<file path="src/rtl/ex_mem_skid.sv">
// ex_mem_skid: 2-entry FIFO buffering execute-stage results for the memory stage
module ex_mem_skid #(
    parameter int DATA_W = 16,
    parameter int REG_W  = 3
) (
    input  logic              clk,
    input  logic              rst,
    input  logic              in_valid,
    output logic              in_ready,
    input  logic [DATA_W-1:0] in_data,
    input  logic [REG_W-1:0]  in_rd,
    input  logic              in_wen,
    input  logic              flush,
    output logic              out_valid,
    input  logic              out_ready,
    output logic [DATA_W-1:0] out_data,
    output logic [REG_W-1:0]  out_rd,
    output logic              out_wen,
    output logic [1:0]        count
);
    localparam int E_W = DATA_W + REG_W + 1;
    logic [E_W-1:0] mem [2];
    logic           wr_ptr, rd_ptr, push, pop;
    assign in_ready  = (count != 2'd2) && !flush;
    assign out_valid = (count != 2'd0) && !flush;
    assign push      = in_valid && in_ready;
    assign pop       = out_valid && out_ready;
    // payload is forced to zero whenever the buffer is empty
    assign {out_data, out_rd, out_wen} = (count == 2'd0) ? '0 : mem[rd_ptr];
    always_ff @(posedge clk) begin
        if (rst) begin
            mem[0] <= '0;
            mem[1] <= '0;
            wr_ptr <= 1'b0;
            rd_ptr <= 1'b0;
            count  <= 2'd0;
        end else if (flush) begin
            wr_ptr <= 1'b0;
            rd_ptr <= 1'b0;
            count  <= 2'd0;
        end else begin
            if (push) begin
                mem[wr_ptr] <= {in_data, in_rd, in_wen};
                wr_ptr      <= !wr_ptr;
            end
            if (pop) rd_ptr <= !rd_ptr;
            count <= count + {1'b0, push} - {1'b0, pop};
        end
    end
endmodule

</file>
<file path="config.mk">
export PLATFORM = sky130hd
export DESIGN_NAME = ex_mem_skid
export DESIGN_NICKNAME = d
export VERILOG_FILES = /design/src/rtl/ex_mem_skid.sv
export SDC_FILE = /design/constraint.sdc
export NUM_CORES = 1
export LEC_CHECK = 0
export BUFFER_PORTS_ARGS = -buffer_cell sky130_fd_sc_hd__buf_2
export CAP_MARGIN = 15
export CELL_PAD_IN_SITES_DETAIL_PLACEMENT = 2
export CELL_PAD_IN_SITES_GLOBAL_PLACEMENT = 2
export CORE_MARGIN = 3
export CORE_UTILIZATION = 31
export CTS_CLUSTER_SIZE = 16
export DETAILED_ROUTE_END_ITERATION = 8
export GPL_TIMING_DRIVEN = 0
export PLACE_DENSITY_LB_ADDON = 0.1
export SYNTH_ARGS = -nofsm -noshare
export SYNTH_HDL_FRONTEND = slang
export SYNTH_SLANG_ARGS = --single-unit
</file>
<file path="constraint.sdc">
create_clock -name clk -period 2.05 [get_ports clk]
set_clock_uncertainty 0.15 [all_clocks]
set_input_delay 0.1025 -clock clk [delete_from_list [all_inputs] [get_ports clk]]
set_output_delay 0.1025 -clock clk [all_outputs]
set_load 0.005 [all_outputs]
</file>
* Word level (Yosys, flattened, before mapping)
Memories as Yosys holds them, arrays and structs flattened. A register that Yosys moved wholly into a read port is not among the register bits.
Cells that the tools add are included.
W data, S select, Z words.
** Operators by class
- $add $sub $neg :: 2
- Eq/ne operators :: 1
- Muxes and demuxes :: 12
- Reductions and logical operators :: 11
** Operator list (count)
- $mux W20 :: 2
- $reduce_or A20 Y1 :: 1
- $mux W1 :: 10
- $logic_and A1 B1 Y1 :: 4
- $logic_not A1 Y1 :: 3
- $add A2 B1 Y2 :: 1
- $logic_not A2 Y1 :: 1
- $ne A2 B2 Y1 const B :: 1
- $reduce_bool A2 Y1 :: 1
- $reduce_or A2 Y1 :: 1
- $sub A2 B1 Y2 :: 1
** Storage, ports and cells
- Bits in registers :: 4
- Memory bits (writable) :: 40
- Input port bits :: 25
- Output and inout port bits :: 24
- Word-level logic and storage cells :: 30
- Memories kept :: 1
** Memories
- mem :: words 2, width 20, read ports 1, clocked after memory_dff 1, write ports 2, line 22 : logic [E_W-1:0] mem [2];

* Depth between registers and ports, before layout
- Word-level depth :: 9
- Depth in mapped cells :: 9
- Mapped depth without buffers :: 9

* Worst setup path after synthesis
No wires, ideal clock.
- Path kind :: flip-flop to flip-flop
- From :: register count[0]
- To :: memory mem[1][0] (netlist name) (enable)
- Setup time :: 0.377 ns
- Arrival :: 1.535 ns
- Required time :: 1.523 ns
- Path slack :: -0.012 ns
- Stages on the path, launching flop included :: 4
- Path buffers :: 0
- Clock period less this slack :: 2.062 ns
- Cells stage by stage :: dfxtp_1 and2b_4 or3b_4 or2b_1
** RTL lines
- from (decl) :: line 19 : output logic [1:0] count
- from (signal assigned) :: line 47 : count <= count + {1'b0, push} - {1'b0, pop};
- to (decl) :: line 22

==> key figures <==
Run status
  – Status: completed

Route
  – DR iter-0 viols: 43
  – Total vias in the final route: 1,532
  – Routed WL: between 5 and 6 mm
  – Vias per std cell: 4.685
  – DR pass1 iterations: 4
  – DRC viols: 0
  – Avg WL per Cell: between 15 and 20 um
  – Post-DRT Antenna Nets: 0

STA
  – Worst slew margin: 0.6084
  – Post-route minimum period: just under 2 ns
  – Max-slew violation count: 0
  – Worst-margin pin slew: between 0.5 and 0.6 ns
  – Fin crit share: 0.9707
  – RSZ-0062 raised after global routing: yes
  – Highest clock rate: ~500 MHz
  – Final setup TNS: 0 ns
  – Final number of hold-violating endpoints: 0
  – PnR worst setup slack: about 0.060 ns
  – Setup-failing EPs final: 0
  – WHS: roughly 0.0022 ns

CTS
  – CTS Buf Count: 5
  – Sinks on Clock Net: 45
  – Clock Path Buffers: 2
  – Root Driver: clkbuf_8
  – Worst-path clk slew: 0.08 ns
  – CTS tree: yes
  – Clock latency on the worst-skew pair: approximately 0.28 ns
  – Htree depth: 2

Synth
  – Adder-Cell Fraction of Synth Area: 0.01183
  – Simple-Gate Fraction of Synth Area: 0.2200
  – Mapped Cells: between 150 and 200
  – Register area share after synthesis: 0.6150
  – Synth warn: 0
  – Mapped Avg Cell Area: about 12 um^2
  – Mux cell area share after synthesis: 0.09462
  – Synth unique cells: 23
  – Post-synthesis cell area: 0.002116 mm^2
  – Largest family of logic cells by synthesized area: simple AND/OR/NAND/NOR gates
  – XOR/XNOR Fraction of Synth Area: 0.008279
  – Mapped Nets: 209
  – #FFs+latches synth: 45
  – Complex-gate fraction of the synthesized area: 0.008279

Power and ir drop
  – Internal power: about 1.4 mW
  – NetSw: just over 0.4 mW
  – Pwr dens: roughly 650 mW/mm^2
  – Clock Power Share: 0.293
  – Leakage Power: ~1.1 nW
  – Peak VDD IR: 184.8 uV
  – Logic gate share of total power: 0.111
  – Switching Share: 0.2302
  – Sequential power share: 0.597

Worst setup path
  – Crit path arrival time: approximately 1.8 ns
  – Crit Path Max Fanout: 20
  – Setup crit end kind: flip-flop
  – Startpoint Class: primary input
  – WP data required: 1.83 ns
  – Max incr delay on CP: 0.55 ns
  – Slowest-stage cell, CP: dlygate4sd3_1
  – Setup CP Type: in2reg
  – Crit path cell chain: dlygate4sd3_1 -> buf_6 -> nand2b_4 -> or3_4 -> nand2b_2

Placement
  – Post-DP HPWL: between 3 and 4 mm
  – Cells after DPL: about 310
  – GPL Wtd Cong: 0.6646
  – IO Port Bufs: 46
  – Pre-CTS worst setup slack: -0.3680 ns
  – Placed Area: approximately 0.0024 mm^2

Finish
  – Final #Nets: 276
  – Area delta synth->final: 27.91%
  – Ant. Diodes: 0
  – Fin area: around 0.0027 mm^2
  – Layout cells sized above 1: 0.3000
  – Final Instance Count excl. Fillers: 327

Job
  – Number of max-cap violations: 0

Global route
  – Overall Global Routing Usage: 0.1475
  – First-pass GRT wire length: ~8.6 mm
  – Vias in the first global route: 1,712
  – Pin count of the biggest net entering global routing: 21
  – Gr ovfl total: 0
  – Initial antenna violation count: 0

Die
  – # rows: 29
  – Starting Density: 0.3258
  – Die Y: 88.62 um
  – Die footprint: roughly 0.008 mm^2
  – Die W: between 80 and 90 um
  – Boundary Pins: 49
  – Core area: about 0.0065 mm^2

Min path
  – Min-Delay Path Class: in2reg
-- cells in the final DEF (no fill, tap or decap), types with 2 or more instances in the layout --
master and instances:
buf_2 48, clkbuf_8 5, dlygate4sd3_1 12, buf_6 5, nand2b_1 20, edfxtp_1 40, buf_4 2, clkinv_1 2
nor2_1 61, clkbuf_1 5, dfxtp_4 2, nor2_4 2, nor3_1 2, o21ai_0 2, mux2i_1 20, nand2_1 2
dfxtp_1 3
-- cell type report --
cell class,count,area (um^2)
Fill cell,690,3789
Tap cell,77,96.34
Clock inverter,3,12.51
Clock buffer,5,68.82
Sequential cell,45,1309
Inverter,1,3.754
Timing Repair Buffer,60,365.4
Multi-Input combinational cell,124,765.7
Buffer,12,85.08
-- per-layer routing --
| layer | GRT usage | share of wire | vias to the layer above |
|---|---|---|---|
| met3 | 0.02980 | 0.041 | 2 |
| met2 | 0.2685 | 0.54 | 32 |
| met1 | 0.1717 | 0.41 | 756 |
| met4 | 0.05082 | 0.0054 | 0 |
| li1 | - | - | 742 |
| met5 | 0 | 0 | - |
-- path summary, 6_finish.rpt --
check | startpoint | endpoint | slack, ns | depth (start not counted)
max | flush | mem[0][7] | 0.06 | 5
max reg2reg | count[0] | count[1] | 0.08 | 9
min | in_data[12] | mem[0][16] | 0.002 | 3
min reg2reg | wr_ptr | wr_ptr | 0.39 | 2
-- worst max-delay path, delay by kind of cell --
kind | cells | cell delay, ns
AND/OR/NAND/NOR | 3 | 0.96
buffers and inverters | 2 | 0.70
-- registers in the layout, indices dropped and copies added, names as in the netlist, named ones only --
name,count
wr_ptr,1
rd_ptr,1
count,2
mem,40
-- power by group through the flow --
stage                     logic, mW  registers [mW]  clock network, mW
after detailed placement      0.174            1.08                  0
after global placement        0.165            1.07                  0
after CTS                     0.195            1.06              0.536
after global routing          0.222            1.06              0.576
final                         0.196            1.06              0.518
after floorplan               0.103            1.07                  0
-- timing repair --
item | 4_1_cts | 5_1_grt
pin swaps | 0 | 5
gates cloned | 0 | 0
buffers inserted | 0 | 2
resized for setup | 4 | 10
hold buffers | 12 | 0
endpoints found under the setup margin | 41 | 21
endpoints found under the hold margin | 18 | 0
-- per-stage QoR --
step | power (mW) | util
after floorplan | 1.176 | -
after global placement | 1.240 | 0.3762
after detailed placement | 1.254 | 0.3762
after CTS | 1.790 | 0.4086
after global routing | 1.859 | 0.4167
final | 1.769 | 0.4167
-- cell families (layout without fill, tap and decap cells) --
group           Yosys count  in the layout
buf+inv                  13             81
xor+xnor                  2              2
compound gates            3              3
simple gates             97             97
mux                      20             20
fa+ha+maj                 2              2
flops                    45             45
-- Yosys cell counts --
| cell type | n | share of area |
|---|---|---|
| or2b_1 | 1 | 0.0035 |
| and2b_4 | 1 | 0.0047 |
| xor2_1 | 2 | 0.0083 |
| and2_1 | 1 | 0.0030 |
| nor3_1 | 2 | 0.0047 |
| nor4b_1 | 1 | 0.0041 |
| or3b_4 | 1 | 0.0053 |
| mux2i_1 | 20 | 0.095 |
| nor2_1 | 64 | 0.11 |
| nand2b_1 | 21 | 0.062 |
| clkbuf_1 | 5 | 0.0089 |
| nor3b_1 | 1 | 0.0035 |
| edfxtp_1 | 40 | 0.57 |
| nand2_1 | 2 | 0.0035 |
| dfxtp_1 | 5 | 0.047 |
| or3_4 | 1 | 0.0053 |
| inv_1 | 1 | 0.0018 |
| buf_2 | 2 | 0.0047 |
| a211oi_1 | 1 | 0.0035 |
| ha_1 | 2 | 0.012 |
| o21ai_0 | 2 | 0.0047 |
| nand2b_4 | 1 | 0.0065 |
| buf_6 | 5 | 0.027 |
Note: power is estimated with default switching activity, not from simulation.
